### src/rtl/layer_seq_if.sv
// Control bundle between the layer sequencer and its surroundings: the input
// and output stream handshakes plus the address/MAC strobes to the datapath.
interface layer_seq_if #(
    parameter int M = 16,
    parameter int N = 12,
    parameter int P = 1
);
    localparam int XW = (N > 1) ? $clog2(N) : 1;
    localparam int WW = ((M / P) * N > 1) ? $clog2((M / P) * N) : 1;
    localparam int SW = (P > 1) ? $clog2(P) : 1;

    logic          s_valid;
    logic          s_ready;
    logic          m_ready;
    logic          m_valid;
    logic          x_wr_en;
    logic [XW-1:0] x_addr;
    logic [WW-1:0] w_addr;
    logic          mac_clr;
    logic          mac_en;
    logic [SW-1:0] out_sel;
    logic          busy;

    // Sequencer side.
    modport master (
        input  s_valid, m_ready,
        output s_ready, m_valid, x_wr_en, x_addr, w_addr,
               mac_clr, mac_en, out_sel, busy
    );

    // Stream source/sink and datapath side.
    modport slave (
        output s_valid, m_ready,
        input  s_ready, m_valid, x_wr_en, x_addr, w_addr,
               mac_clr, mac_en, out_sel, busy
    );
endinterface

### src/rtl/layer_seq_ctrl.sv
// Sequencer for one fully-connected layer: loads an N-word input vector,
// walks M/P groups of N MAC cycles, waits out the MAC pipeline latency and
// drains P results per group. Holds no arithmetic beyond its own counters.
module layer_seq_ctrl #(
    parameter int M       = 16,
    parameter int N       = 12,
    parameter int P       = 1,
    parameter int MAC_LAT = 2
) (
    input  logic         clk,
    input  logic         reset,
    layer_seq_if.master  ctrl
);
    localparam int G  = M / P;
    localparam int XW = (N > 1) ? $clog2(N) : 1;
    localparam int WW = (G * N > 1) ? $clog2(G * N) : 1;
    localparam int SW = (P > 1) ? $clog2(P) : 1;
    localparam int GW = (G > 1) ? $clog2(G) : 1;
    localparam int FW = (MAC_LAT > 1) ? $clog2(MAC_LAT) : 1;

    localparam logic [XW-1:0] K_LAST   = XW'(N - 1);
    localparam logic [GW-1:0] GRP_LAST = GW'(G - 1);
    localparam logic [SW-1:0] OC_LAST  = SW'(P - 1);
    localparam logic [FW-1:0] FL_LAST  = FW'((MAC_LAT > 0) ? MAC_LAT - 1 : 0);

    typedef enum logic [2:0] {
        S_IDLE,
        S_LOAD,
        S_COMPUTE,
        S_FLUSH,
        S_DRAIN
    } state_t;

    state_t        r_state;
    state_t        w_state_nxt;
    logic [XW-1:0] r_k;
    logic [GW-1:0] r_grp;
    logic [FW-1:0] r_fl;
    logic [SW-1:0] r_oc;
    logic [WW-1:0] r_w_addr;

    logic w_in_hs;
    logic w_out_hs;

    // Handshakes qualified by state so neither ready/valid depends on the
    // opposite stream's input.
    assign w_in_hs  = (r_state == S_LOAD)  && ctrl.s_valid;
    assign w_out_hs = (r_state == S_DRAIN) && ctrl.m_ready;

    // State register.
    // NOTE: sequential state uses non-blocking assignments so every flop
    // samples the pre-edge values of the others.
    always_ff @(posedge clk or negedge reset) begin
        if (!reset) r_state <= S_IDLE;
        else        r_state <= w_state_nxt;
    end

    // Next-state and output decode from registered state and counters.
    // NOTE: every signal gets a default first so no path can infer a latch.
    always_comb begin
        w_state_nxt  = r_state;
        ctrl.s_ready = 1'b0;
        ctrl.m_valid = 1'b0;
        ctrl.x_wr_en = 1'b0;
        ctrl.x_addr  = r_k;
        ctrl.w_addr  = r_w_addr;
        ctrl.mac_clr = 1'b0;
        ctrl.mac_en  = 1'b0;
        ctrl.out_sel = '0;
        ctrl.busy    = 1'b0;
        unique case (r_state)
            S_IDLE: w_state_nxt = S_LOAD;
            S_LOAD: begin
                ctrl.s_ready = 1'b1;
                ctrl.x_wr_en = ctrl.s_valid;
                if (w_in_hs && r_k == K_LAST) w_state_nxt = S_COMPUTE;
            end
            S_COMPUTE: begin
                ctrl.mac_en  = 1'b1;
                ctrl.mac_clr = (r_k == '0);
                ctrl.busy    = 1'b1;
                if (r_k == K_LAST) w_state_nxt = (MAC_LAT == 0) ? S_DRAIN : S_FLUSH;
            end
            S_FLUSH: begin
                ctrl.busy = 1'b1;
                if (r_fl == FL_LAST) w_state_nxt = S_DRAIN;
            end
            S_DRAIN: begin
                ctrl.m_valid = 1'b1;
                ctrl.out_sel = r_oc;
                ctrl.busy    = 1'b1;
                if (w_out_hs && r_oc == OC_LAST)
                    w_state_nxt = (r_grp == GRP_LAST) ? S_LOAD : S_COMPUTE;
            end
            default: w_state_nxt = S_IDLE;
        endcase
    end

    // Input index, group, flush, lane and weight-address counters.
    always_ff @(posedge clk or negedge reset) begin
        if (!reset) begin
            r_k      <= '0;
            r_grp    <= '0;
            r_fl     <= '0;
            r_oc     <= '0;
            r_w_addr <= '0;
        end else begin
            unique case (r_state)
                S_LOAD: begin
                    if (w_in_hs) begin
                        if (r_k == K_LAST) begin
                            r_k      <= '0;
                            r_grp    <= '0;
                            r_w_addr <= '0;
                        end else begin
                            r_k <= r_k + XW'(1);
                        end
                    end
                end
                S_COMPUTE: begin
                    // Running counter: lands on grp*N+k without a multiplier.
                    r_w_addr <= r_w_addr + WW'(1);
                    if (r_k == K_LAST) begin
                        r_k  <= '0;
                        r_fl <= '0;
                        r_oc <= '0;
                    end else begin
                        r_k <= r_k + XW'(1);
                    end
                end
                S_FLUSH: begin
                    if (r_fl == FL_LAST) begin
                        r_fl <= '0;
                        r_oc <= '0;
                    end else begin
                        r_fl <= r_fl + FW'(1);
                    end
                end
                S_DRAIN: begin
                    if (w_out_hs) begin
                        if (r_oc == OC_LAST) begin
                            r_oc <= '0;
                            if (r_grp == GRP_LAST) begin
                                r_grp <= '0;
                                r_k   <= '0;
                            end else begin
                                r_grp <= r_grp + GW'(1);
                            end
                        end else begin
                            r_oc <= r_oc + SW'(1);
                        end
                    end
                end
                default: ;
            endcase
        end
    end
endmodule

### src/flat_wrapper.sv
// flat-port wrapper written by rule: the top's interface ports become plain ports
module layer_seq_ctrl_flat 
#(
    parameter int M       = 16,
    parameter int N       = 12,
    parameter int P       = 1,
    parameter int MAC_LAT = 2
)
  (clk, reset, ctrl_s_valid, ctrl_m_ready, ctrl_s_ready, ctrl_m_valid, ctrl_x_wr_en, ctrl_x_addr, ctrl_w_addr, ctrl_mac_clr, ctrl_mac_en, ctrl_out_sel, ctrl_busy);
  layer_seq_if #(.M(M), .N(N), .P(P)) ctrl_i ();
  input  logic clk;
  input  logic reset;
  input wire logic [$bits(ctrl_i.s_valid)-1:0] ctrl_s_valid;
  input wire logic [$bits(ctrl_i.m_ready)-1:0] ctrl_m_ready;
  output wire logic [$bits(ctrl_i.s_ready)-1:0] ctrl_s_ready;
  output wire logic [$bits(ctrl_i.m_valid)-1:0] ctrl_m_valid;
  output wire logic [$bits(ctrl_i.x_wr_en)-1:0] ctrl_x_wr_en;
  output wire logic [$bits(ctrl_i.x_addr)-1:0] ctrl_x_addr;
  output wire logic [$bits(ctrl_i.w_addr)-1:0] ctrl_w_addr;
  output wire logic [$bits(ctrl_i.mac_clr)-1:0] ctrl_mac_clr;
  output wire logic [$bits(ctrl_i.mac_en)-1:0] ctrl_mac_en;
  output wire logic [$bits(ctrl_i.out_sel)-1:0] ctrl_out_sel;
  output wire logic [$bits(ctrl_i.busy)-1:0] ctrl_busy;
  assign ctrl_i.s_valid = ctrl_s_valid;
  assign ctrl_i.m_ready = ctrl_m_ready;
  assign ctrl_s_ready = ctrl_i.s_ready;
  assign ctrl_m_valid = ctrl_i.m_valid;
  assign ctrl_x_wr_en = ctrl_i.x_wr_en;
  assign ctrl_x_addr = ctrl_i.x_addr;
  assign ctrl_w_addr = ctrl_i.w_addr;
  assign ctrl_mac_clr = ctrl_i.mac_clr;
  assign ctrl_mac_en = ctrl_i.mac_en;
  assign ctrl_out_sel = ctrl_i.out_sel;
  assign ctrl_busy = ctrl_i.busy;
  layer_seq_ctrl #(.M(M), .N(N), .P(P), .MAC_LAT(MAC_LAT)) u_core (.clk(clk), .reset(reset), .ctrl(ctrl_i));
endmodule
### config.mk
export PLATFORM = sky130hd
export DESIGN_NAME = layer_seq_ctrl_flat
export DESIGN_NICKNAME = d
export VERILOG_FILES = /design/src/rtl/layer_seq_if.sv /design/src/rtl/layer_seq_ctrl.sv /design/src/flat_wrapper.sv
export SDC_FILE = /design/constraint.sdc
export NUM_CORES = 1
export LEC_CHECK = 0
export BUFFER_PORTS_ARGS = -buffer_cell sky130_fd_sc_hd__buf_2
export CELL_PAD_IN_SITES_DETAIL_PLACEMENT = 0
export CELL_PAD_IN_SITES_GLOBAL_PLACEMENT = 1
export CORE_UTILIZATION = 44
export CTS_CLUSTER_DIAMETER = 150
export CTS_CLUSTER_SIZE = 25
export DETAILED_ROUTE_END_ITERATION = 8
export PLACE_DENSITY_LB_ADDON = 0.05
export SLEW_MARGIN = 15
export SYNTH_ARGS = -nofsm -noshare
export SYNTH_HDL_FRONTEND = slang
export SYNTH_SLANG_ARGS = --single-unit
### constraint.sdc
create_clock -name clk -period 3.02 [get_ports clk]
set_input_delay 0.302 -clock clk [delete_from_list [all_inputs] [get_ports clk]]
set_output_delay 0.302 -clock clk [all_outputs]
set_load 0.01 [all_outputs]
# Yosys cells after proc, flatten, opt, wreduce, memory -nomap -nowiden
# Cells that the tools add are included.
[totals]
elab_cells = 80
out_inout_bits = 19
register_bits = 21
inputBits = 4
[op_classes]
bitwise_logic = 1
eq_ne = 15
reduce_logical = 18
n_mux = 35
addsub = 5
[op_table]
columns = ["operator", "n"]
rows = [
  ["$mux W4", 10],
  ["$mux W8", 2],
  ["$pmux W8 S2", 1],
  ["$pmux W3 S5", 1],
  ["$mux W1", 12],
  ["$mux W3", 4],
  ["$pmux W4 S3", 1],
  ["$ne A2 B2 Y1 const B", 5],
  ["$reduce_and A5 Y1", 2],
  ["$add A4 B1 Y4 const B", 2],
  ["$add A8 B1 Y8 const B", 1],
  ["$eq A4 B4 Y1 const B", 2],
  ["$ne A2 B1 Y1 const B", 4],
  ["$pmux W4 S2", 1],
  ["$reduce_and A4 Y1", 2],
  ["$eq A3 B2 Y1 const B", 2],
  ["$reduce_bool A2 Y1", 3],
  ["$reduce_bool A3 Y1", 2],
  ["$logic_and A1 B1 Y1", 4],
  ["$logic_not A4 Y1", 1],
  ["$eq A3 B1 Y1 const B", 1],
  ["$eq A3 B3 Y1 const B", 1],
  ["$logic_not A3 Y1", 1],
  ["$pmux W1 S3", 1],
  ["other kinds (7)", 8],
]

# Logic depth before layout (Yosys ltp)
# Gate-level depths: netlist of the first run.
[logic_depth]
depth_word = 5
ltp_mapped = 6
depth_no_buf = 6

# Least setup slack after synthesis of the first run
# Ideal clock, no wire load.
[synth_timing]
kind = "register to register"
from = "register u_core.r_k[0], in the netlist u_core.ctrl.x_addr[0]"
to = "register u_core.r_grp[2]"
setup_time_ns = 0.126
t_arrival_ns = 1.465
n_path_buf = 0
path_stages_with_launch = 6
setup_slack_ns = 1.429
path_cell_list = "dfrtp_1 ha_1 nand4b_1 a21oi_2 o21ai_2 a221o_1"
[synth_between]
elab_chain_cells = 3
[synth_lines]
columns = ["element", "line_no", "rtl"]
rows = [
  ["start, declared", "layer_seq_ctrl.sv:36", "logic [XW-1:0] r_k;"],
  ["start signal, assigned", "layer_seq_ctrl.sv:116", "r_k <= r_k + XW'(1);"],
  ["start signal, assigned", "layer_seq_ctrl.sv:128", "r_k <= r_k + XW'(1);"],
  ["$eq A4 B4 Y1", "layer_seq_ctrl.sv:111", "if (r_k == K_LAST) begin"],
  ["$ne A2 B2 Y1 (no source line)", "n/a", ""],
  ["$reduce_and A5 Y1 (no source line)", "n/a", ""],
  ["end signal, assigned", "layer_seq_ctrl.sv:147", "r_grp <= r_grp + GW'(1);"],
  ["end, declared", "layer_seq_ctrl.sv:37", "logic [GW-1:0] r_grp;"],
]
# No other way between the ends.
# A chain may end at the register's enable or synchronous reset.

# Worst setup path in the final report of the first run
[layout_timing]
from = "register u_core.r_state[1]"
to = "output port ctrl_mac_clr"
[layout_between]
elab_chain_cells = 2
[layout_lines]
columns = ["element", "line_no", "rtl"]
rows = [
  ["start, declared", "layer_seq_ctrl.sv:34", "state_t r_state;"],
  ["start signal, assigned", "layer_seq_ctrl.sv:55", "else r_state <= w_state_nxt;"],
  ["$eq A3 B2 Y1", "layer_seq_ctrl.sv:71", "unique case (r_state)"],
  ["$mux W1", "layer_seq_ctrl.sv:71", ""],
  ["end, declared", "flat_wrapper.sv:20", "output wire logic [$bits(ctrl_i.mac_clr)-1:0] ctrl_mac_clr;"],
]
# No other way between the ends.

==> flow_metrics.env, run 1 <==
export IMPL_status="finished, final reports clean"
export IMPL_hold_path_class="input port to flip-flop"
export IMPL_grt_max_degree=21
export IMPL_vias_per_cell=5.35
export IMPL_wl_met3_um=95
export IMPL_cts_buffers=3
export IMPL_synth_simple_gate_area_frac=0.259
export IMPL_tightest_slew_ns=0.766
export IMPL_design_power_total_mw=1.33
export IMPL_port_buffer_count=21
export IMPL_place_gp_congestion=0.857
export IMPL_start_kind="flip-flop"
export IMPL_hold_slack_ns=0.398
export IMPL_report_final_slew_viol_count=0
export IMPL_endpoint_kind="output pin"
export IMPL_placed_cells=171
export IMPL_syn_nets=132
export IMPL_reg2reg_from="u_core.r_state[0]$_DFFE_PN0P_"
export IMPL_cp_arrival_ns=1.90
export IMPL_routed_wl_um=2470
export IMPL_fin_crit_sh=0.729
export IMPL_synth_top_family_by_area="simple AND/OR/NAND/NOR gates"
export IMPL_crit_fanout=14
export IMPL_nets=155
export IMPL_num_vias=941
export IMPL_instances_no_fill=176
export IMPL_criticalPathCategory="flip-flop to output pin"
export IMPL_dpl_cell_area_mm2=0.00129
export IMPL_diodes=0
export IMPL_die_y_um=53.7
export IMPL_clock_skew_ns=0.00399
export IMPL_die_w_um=53.7
export IMPL_grt_pass1_vias=828
export IMPL_fin_crit_ns=2.20
export IMPL_synth_xor_area_frac=0.0596
export IMPL_regArea_um2=500
export IMPL_synth_seq_cells=20
export IMPL_hold_viol=0
export IMPL_synth_flop_cell="dfrtp_1"
export IMPL_drc_errors=0
export IMPL_grt_total_usage=0.198
export IMPL_yosysSeqAreaShare=0.426
export IMPL_wl_met2_um=1060
export IMPL_drive_above_1_share=0.233
export IMPL_highest_layer="met4"
export IMPL_p_leak_nw=0.636
export IMPL_dp_hpwl_um=1890
export IMPL_synth_compound_area_share=0.157
export IMPL_fmax_ghz=0.454
export IMPL_synth_cell_types=47
export IMPL_die_area_mm2=0.00288
export IMPL_path_clk_slew_ns=0.11
export IMPL_hp_start="ctrl_m_ready"
export IMPL_syn_cell_area_mm2=0.00117
export IMPL_pin_count=23
export IMPL_netlist_instances=124
export IMPL_cts_resized_gates=0
export IMPL_slew_headroom=0.482
export IMPL_multi_input_area_um2=622
export IMPL_drtPass1Iterations=4
export IMPL_min_path_cells=3
export IMPL_reg2reg_slack_ns=1.15
export IMPL_htree_levels=1
export IMPL_insertion_delay_ns=0.29
export IMPL_ctsRootBufferMaster="clkbuf_4"
export IMPL_clockBufferDepth=2
export IMPL_reg2reg_to="u_core.r_grp[1]$_DFFE_PN0P_"
export IMPL_max_cap_violations=0
export IMPL_rr_worst_depth=4
export IMPL_met1_length_um=1300
export IMPL_rows=18
export IMPL_layout_commonest_cell="buf_2"
export IMPL_fillers=237
export IMPL_required_ns=2.72
export IMPL_synth_edff_count=0
export IMPL_gr_total_overflow=0
export IMPL_antenna_left=0
export IMPL_syn2layout_area_growth_pct=14.2
export IMPL_clock_sinks=20
export IMPL_core_mm2=0.00250
export IMPL_async_flop_share=1.00
export IMPL_stdcell_area_mm2=0.00134
export IMPL_initialDrtViolationCount=17
export IMPL_grt_first_pass_wirelength_um=4080
export IMPL_synth_area_mux_share=0.00852
export IMPL_syn_area_per_cell_um2=9.47
export IMPL_setup_tns_ns=0
export IMPL_antenna_found_initial=0
export IMPL_rsz0062_at_grt="false"
export IMPL_ir_drop_uv=560
export IMPL_synth_warning_count=0
export IMPL_powerDensity_mw_per_mm2=991
export IMPL_start_util=0.470
export IMPL_hold_end="u_core.r_state[2]$_DFFE_PN0P_"
export IMPL_setup_viol=0
export IMPL_tritoncts="done"
export IMPL_most_common_layout_cells="21 x buf_2, 20 x dfrtp_1, 10 x nand2_1"
export IMPL_detail_route_wl_per_cell_um=14.0
export IMPL_synth_fa_ha_area_frac=0.0426
## timing repair
item	CTS	global route
setup buffers	0	0
hold endpoints to repair	20	0
hold buffers	1	0
## synthesized netlist by cell type (2+ instances only)
cell,instances,area [um^2]
xnor2_1,4,35.0
nand2_1,10,37.5
nand3_1,6,30.0
nor2_1,9,33.8
dfrtp_1,20,500
and3_1,4,25.0
inv_1,6,22.5
nand4_1,3,18.8
nand2b_1,2,12.5
ha_1,4,50.1
o21ai_0,7,35.0
xor2_1,4,35.0
nor3_2,2,20.0
buf_2,3,15.0
inv_2,2,7.51
nor2b_1,4,25.0
a21oi_1,3,15.0
nor4b_1,2,17.5
## logic make-up after synthesis
logic type / after synthesis
AOI/OAI and AO/OA: 26
and+or+nand+nor: 52
adders and majority gates: 4
buffers and inverters: 12
DFF: 20
xor gates and xnor gates: 8
other: 1
muxes: 1
## metrics by stage
step | util | setup slack (ns)
after floorplan | - | 1.43
after detailed placement | 0.518 | 1.15
after CTS | 0.537 | 0.811
after global routing | 0.537 | 0.709
after global placement | 0.518 | 1.12
final | 0.537 | 0.818
## state kept, by name, summed over array words and instances, names as in the netlist
name and cells:
u_core.ctrl.w_addr 8, u_core.ctrl.x_addr 4, u_core.r_grp 4, u_core.r_state 3
u_core.r_fl 1
## worst max path at each step
stage | depth (start not counted) | end | start | slack, ns
5_1_grt | 4 | ctrl_mac_clr | u_core.r_state[1]$_DFFE_PN0P_ | 0.71
4_1_cts | 4 | ctrl_mac_clr | u_core.r_state[1]$_DFFE_PN0P_ | 0.81
6_report | 4 | ctrl_mac_clr | u_core.r_state[1]$_DFFE_PN0P_ | 0.82
2_1_floorplan | 5 | u_core.r_grp[2]$_DFFE_PN0P_ | u_core.ctrl.x_addr[0]$_DFFE_PN0P_ | 1.43
3_5_place_dp | 6 | u_core.ctrl.x_addr[1]$_DFFE_PN0P_ | u_core.r_state[0]$_DFFE_PN0P_ | 1.15
3_3_place_gp | 4 | u_core.r_grp[1]$_DFFE_PN0P_ | u_core.r_state[1]$_DFFE_PN0P_ | 1.12
## layout make-up
type                            instances  area share
Multi-Input combinational cell         92       0.464
Sequential cell                        20       0.373
Timing Repair Buffer                   22      0.0858
Tap cell                               30      0.0280
Clock buffer                            4      0.0271
Inverter                                8      0.0224
## routing by layer
metal / vias up / GRT usage
met3: 2 / 0.0311
li1: 488 / -
met1: 434 / 0.303
met5: - / 0
met4: 0 / 0.0526
met2: 17 / 0.284
## where the power goes
group | switching [mW] | internal (mW)
registers | 0.163 | 0.377
logic | 0.348 | 0.287
clock network | 0.0812 | 0.0734
## critical path: stages (launching register included)
cell and delay [ns]:
dfrtp_1 0.63, or3b_1 0.54, inv_2 0.16, and3_1 0.16, buf_2 0.12
(Power assumes the default switching activity.)
==> run 2, diff against run 1 <==
--- a/config.mk
+++ b/config.mk
@@ -8,7 +8,7 @@
 export BUFFER_PORTS_ARGS = -buffer_cell sky130_fd_sc_hd__buf_2
 export CELL_PAD_IN_SITES_DETAIL_PLACEMENT = 0
 export CELL_PAD_IN_SITES_GLOBAL_PLACEMENT = 1
-export CORE_UTILIZATION = 44
+export CORE_UTILIZATION = 41
 export CTS_CLUSTER_DIAMETER = 150
 export CTS_CLUSTER_SIZE = 25
 export DETAILED_ROUTE_END_ITERATION = 8
==> constraint.sdc (replaced) <==
create_clock -name clk -period 2.2 [get_ports clk]
set_input_delay 0.22 -clock clk [delete_from_list [all_inputs] [get_ports clk]]
set_output_delay 0.22 -clock clk [all_outputs]
set_load 0.01 [all_outputs]
==> run 2 against run 1 <==
Effect of this change: first-iteration DRC count up 53%; sequential share of layout area decreased by 0.39 points; combinational power increased by 39%; global-route usage decreased by 1.2 points; wire length rose by 3.8%; register-to-register slack got worse by 0.82 ns; critical path type unchanged; critical endpoint is now ctrl_x_wr_en; largest cell class unchanged.
==> flow_metrics.env, run 2 (synthesized netlist as in run 1, its figures left out) <==
export IMPL_powerDensity_mw_per_mm2=1360
export IMPL_cts_buffers=3
export IMPL_hold_end="u_core.r_state[2]$_DFFE_PN0P_"
export IMPL_max_cap_violations=0
export IMPL_place_gp_congestion=0.828
export IMPL_placed_cells=174
export IMPL_grt_total_usage=0.187
export IMPL_p_leak_nw=0.646
export IMPL_detail_route_wl_per_cell_um=14.3
export IMPL_reg2reg_slack_ns=0.33
export IMPL_status="finished, final reports clean"
export IMPL_initialDrtViolationCount=26
export IMPL_drive_above_1_share=0.250
export IMPL_antenna_left=0
export IMPL_drc_errors=0
export IMPL_stdcell_area_mm2=0.00136
export IMPL_start_kind="flip-flop"
export IMPL_fin_crit_ns=2.08
export IMPL_diodes=0
export IMPL_num_vias=1002
export IMPL_regArea_um2=502
export IMPL_htree_levels=1
export IMPL_clock_skew_ns=0.00566
export IMPL_ir_drop_uv=747
export IMPL_antenna_found_initial=0
export IMPL_core_mm2=0.00273
export IMPL_routed_wl_um=2560
export IMPL_tritoncts="done"
export IMPL_dpl_cell_area_mm2=0.00131
export IMPL_pre_cts_ws_ns=0.356
export IMPL_dp_hpwl_um=1930
export IMPL_reg2reg_from="u_core.r_state[0]$_DFFE_PN0P_"
export IMPL_design_power_total_mw=1.84
export IMPL_vias_per_cell=5.60
export IMPL_grt_max_degree=21
export IMPL_multi_input_area_um2=622
export IMPL_clock_sinks=20
export IMPL_die_w_um=55.5
export IMPL_reg2reg_to="u_core.ctrl.x_addr[3]$_DFFE_PN0P_"
export IMPL_cts_setup_buffers=0
export IMPL_grt_pass1_vias=976
export IMPL_fmax_ghz=0.481
export IMPL_grt_first_pass_wirelength_um=4530
export IMPL_hp_start="ctrl_m_ready"
export IMPL_port_buffer_count=21
export IMPL_pin_count=23
export IMPL_most_common_layout_cells="21 x buf_2, 19 x dfrtp_1, 10 x nand2_1"
export IMPL_die_area_mm2=0.00308
export IMPL_start_util=0.430
export IMPL_setup_viol=0
export IMPL_report_final_slew_viol_count=0
export IMPL_hold_viol=0
export IMPL_criticalPathCategory="flip-flop to output pin"
export IMPL_hold_path_class="input port to flip-flop"
export IMPL_endpoint_kind="output pin"
export IMPL_gr_total_overflow=0
export IMPL_layout_commonest_cell="buf_2"
export IMPL_die_y_um=55.5
export IMPL_fillers=281
export IMPL_rows=19
export IMPL_ctsRootBufferMaster="clkbuf_4"
export IMPL_largest_register_ffs=8
export IMPL_fin_ws_ns=0.120
export IMPL_min_path_cells=3
export IMPL_instances_no_fill=179
export IMPL_crit_fanout=13
export IMPL_rr_worst_depth=6
export IMPL_clockBufferDepth=2
export IMPL_cp_arrival_ns=1.86
export IMPL_required_ns=1.98
export IMPL_fin_crit_sh=0.945
export IMPL_path_clk_slew_ns=0.11
export IMPL_rsz0062_at_grt="false"
export IMPL_drtPass1Iterations=4
export IMPL_nets=157
export IMPL_setup_tns_ns=0
export IMPL_syn2layout_area_growth_pct=15.7
export IMPL_insertion_delay_ns=0.30
[run 2: layout make-up]
type / instances / share of cell area
Clock buffer: 4 / 0.0267
Timing Repair Buffer: 24 / 0.0958
Inverter: 8 / 0.0221
Tap cell: 31 / 0.0285
Sequential cell: 20 / 0.369
Multi-Input combinational cell: 92 / 0.458
[run 2: metrics by stage]
step                utilization  hold slack (ns)
floorplan                     -          -0.0756
global placement          0.480            0.199
detailed placement        0.480            0.205
CTS                       0.497            0.238
global route              0.497            0.251
finish                    0.497            0.243
[run 2: critical path, stage by stage (launching register included)]
cell     delay, ns
dfrtp_1       0.63
inv_1         0.13
or3_1         0.42
inv_2         0.11
nand2_1       0.08
inv_1         0.07
buf_2         0.12
[run 2: worst max path at each step]
stage / startpoint / endpoint
finish: u_core.r_state[0]$_DFFE_PN0P_ / ctrl_x_wr_en
global route: u_core.r_state[0]$_DFFE_PN0P_ / ctrl_x_wr_en
CTS: u_core.r_state[1]$_DFFE_PN0P_ / ctrl_mac_clr
detailed placement: u_core.r_state[0]$_DFFE_PN0P_ / u_core.ctrl.x_addr[1]$_DFFE_PN0P_
global placement: u_core.r_state[0]$_DFFE_PN0P_ / u_core.ctrl.w_addr[7]$_DFFE_PN0P_
floorplan: u_core.ctrl.x_addr[0]$_DFFE_PN0P_ / u_core.r_grp[2]$_DFFE_PN0P_
[run 2: layer usage]
metal	global-route usage	wire length (um)	vias up
met5	0	0	-
met4	0.0750	34	0
met3	0.0328	82	4
met2	0.281	1140	20
met1	0.265	1300	488
li1	-	-	490
[run 2: what timing repair did]
| action | CTS | global route |
|---|---|---|
| endpoints found under the setup margin | 0 | 1 |
| resized for setup | 0 | 1 |
| hold buffers | 1 | 0 |
| hold endpoints to repair | 20 | 0 |
[run 2: report_power, final]
part | internal [mW] | leakage [nW] | switching (mW)
Sequential | 0.519 | 0.243 | 0.223
Clock | 0.101 | 0.0210 | 0.119
Combinational | 0.398 | 0.382 | 0.482
Total | 1.02 | 0.646 | 0.825
==> run 3, diff against run 2 <==
--- a/config.mk
+++ b/config.mk
@@ -6,9 +6,9 @@
 export NUM_CORES = 1
 export LEC_CHECK = 0
 export BUFFER_PORTS_ARGS = -buffer_cell sky130_fd_sc_hd__buf_2
-export CELL_PAD_IN_SITES_DETAIL_PLACEMENT = 0
-export CELL_PAD_IN_SITES_GLOBAL_PLACEMENT = 1
-export CORE_UTILIZATION = 41
+export CELL_PAD_IN_SITES_DETAIL_PLACEMENT = 1
+export CELL_PAD_IN_SITES_GLOBAL_PLACEMENT = 2
+export CORE_UTILIZATION = 33
 export CTS_CLUSTER_DIAMETER = 150
 export CTS_CLUSTER_SIZE = 25
 export DETAILED_ROUTE_END_ITERATION = 8
==> run 3 against run 2 <==
Effect of this change: setup slack gained 0.034 ns; register-to-register slack gained 0.06 ns; clock skew increased by 0.0046 ns; global-route usage shrank 1.7 points; critical path type unchanged; worst hold slack gained 0.13 ns; sequential share of layout area decreased by 1.1 points; flip-flop and latch count unchanged; total power increased by 5.2%; first-iteration DRC count up 35%; highest routed layer unchanged; utilization shrank 8.0 points.
==> flow_metrics.env, run 3 (synthesized netlist as in run 1, its figures left out) <==
export IMPL_start_kind="flip-flop"
export IMPL_clock_skew_ns=0.0102
export IMPL_cp_arrival_ns=1.83
export IMPL_regArea_um2=503
export IMPL_startpoint="u_core.r_state[1]$_DFFE_PN0P_"
export IMPL_place_gp_congestion=0.736
export IMPL_start_util=0.349
export IMPL_multi_input_area_um2=622
export IMPL_gr_total_overflow=0
export IMPL_pre_cts_ws_ns=0.247
export IMPL_largest_register_ffs=8
export IMPL_critPathCapture="ctrl_mac_clr"
export IMPL_vias_per_cell=5.10
export IMPL_clock_sinks=20
export IMPL_endpoint_kind="output pin"
export IMPL_nets=158
export IMPL_cts_setup_buffers=0
export IMPL_setup_tns_ns=0
export IMPL_hold_viol=0
export IMPL_reg2reg_from="u_core.r_state[0]$_DFFE_PN0P_"
export IMPL_required_ns=1.98
export IMPL_reg2reg_to="u_core.ctrl.x_addr[0]$_DFFE_PN0P_"
export IMPL_status="finished, final reports clean"
export IMPL_report_final_slew_viol_count=0
export IMPL_p_sw_mw=0.835
export IMPL_pin_count=23
export IMPL_path_clk_slew_ns=0.13
export IMPL_grt_pass1_vias=949
export IMPL_criticalPathCategory="flip-flop to output pin"
export IMPL_drive_above_1_share=0.262
export IMPL_reg2reg_slack_ns=0.39
export IMPL_p_comb_frac=0.455
export IMPL_crit_fanout=14
export IMPL_drtPass1Iterations=4
export IMPL_die_area_mm2=0.00380
export IMPL_drc_errors=0
export IMPL_fillers=428
export IMPL_fin_crit_sh=0.930
export IMPL_powerDensity_mw_per_mm2=1380
export IMPL_htree_levels=1
export IMPL_grt_total_usage=0.170
export IMPL_crit_path_max_incr_delay_ns=0.55
export IMPL_ctsRootBufferMaster="clkbuf_4"
export IMPL_insertion_delay_ns=0.30
export IMPL_dpl_cell_area_mm2=0.00134
export IMPL_rsz0062_at_grt="false"
export IMPL_port_buffer_count=21
export IMPL_hold_path_class="input port to flip-flop"
export IMPL_grt_max_degree=21
export IMPL_rr_worst_depth=6
export IMPL_min_path_cells=4
export IMPL_routed_wl_um=2830
export IMPL_syn2layout_area_growth_pct=19.4
export IMPL_die_w_um=61.7
export IMPL_most_common_layout_cells="21 x buf_2, 18 x dfrtp_1, 10 x nand2_1"
export IMPL_core_mm2=0.00336
export IMPL_initialDrtViolationCount=35
export IMPL_setup_viol=0
export IMPL_clockBufferDepth=2
export IMPL_detail_route_wl_per_cell_um=14.5
export IMPL_tritoncts="done"
export IMPL_die_y_um=61.7
export IMPL_pwr_share_clk=0.156
export IMPL_antenna_left=0
export IMPL_dp_hpwl_um=2110
export IMPL_layout_commonest_cell="buf_2"
export IMPL_max_cap_violations=0
export IMPL_num_vias=994
export IMPL_stdcell_area_mm2=0.00140
export IMPL_swShare=0.431
export IMPL_p_seq_frac=0.389
export IMPL_intPower_mw=1.10
export IMPL_slowest_stage="dfrtp_2"
export IMPL_crit_path_cell_trace="or3b_1 -> inv_2 -> and3_1 -> buf_2"
export IMPL_antenna_found_initial=0
export IMPL_p_leak_nw=0.657
export IMPL_ir_drop_uv=592
export IMPL_cts_buffers=3
export IMPL_fmax_ghz=0.489
export IMPL_rows=21
export IMPL_fin_crit_ns=2.05
export IMPL_fin_ws_ns=0.154
export IMPL_grt_first_pass_wirelength_um=4660
export IMPL_diodes=0
run 3: worst max-delay path: cells and delay by family (launching register included):
| family | cells | cell delay [ns] |
|---|---|---|
| buffers and inverters | 2 | 0.28 |
| flip-flops | 1 | 0.55 |
| AND/OR/NAND/NOR | 2 | 0.70 |
run 3: stage by stage:
stage,hold slack (ns),cells,util,power (mW)
global route,0.366,195,0.417,2.13
finish,0.376,195,0.417,1.94
floorplan,-0.0756,124,-,1.34
CTS,0.355,195,0.417,1.97
global placement,0.206,190,0.398,1.63
detailed placement,0.213,190,0.398,1.65
run 3: power by group through the flow:
stage               combinational [mW]  sequential, mW  clock [mW]
floorplan                        0.617           0.721           0
global placement                 0.882           0.746           0
detailed placement               0.891           0.759           0
CTS                              0.897           0.752       0.321
global route                      1.01           0.787       0.332
finish                           0.882           0.754       0.302
run 3: worst min path at each step:
stage | to | startpoint | slack, ns
floorplan | u_core.ctrl.w_addr[0]$_DFFE_PN0P_ | reset | -0.08
global placement | u_core.ctrl.x_addr[1]$_DFFE_PN0P_ | reset | 0.21
detailed placement | u_core.ctrl.x_addr[1]$_DFFE_PN0P_ | reset | 0.21
CTS | u_core.r_state[1]$_DFFE_PN0P_ | ctrl_m_ready | 0.36
global route | u_core.r_state[1]$_DFFE_PN0P_ | ctrl_m_ready | 0.37
finish | u_core.r_state[1]$_DFFE_PN0P_ | ctrl_m_ready | 0.38
run 3: area by class of cell:
type / instances / area share
Clock buffer: 3 / 0.0161
Clock inverter: 1 / 0.0214
Inverter: 8 / 0.0214
Multi-Input combinational cell: 92 / 0.443
Sequential cell: 20 / 0.359
Tap cell: 46 / 0.0410
Timing Repair Buffer: 25 / 0.0981
run 3: layer usage:
metal	vias up	share of wire	global-route usage
met5	-	0	0
met4	0	0.0081	0.0603
met3	2	0.027	0.0273
met2	18	0.46	0.287
met1	484	0.50	0.219
li1	490	-	-
run 3: repair_timing:
item / 4_1_cts / 5_1_grt
endpoints found under the setup margin: 1 / 2
resized for setup: 1 / 1
hold buffers: 1 / 0
cloned: 0 / 0
endpoints found under the hold margin: 20 / 0
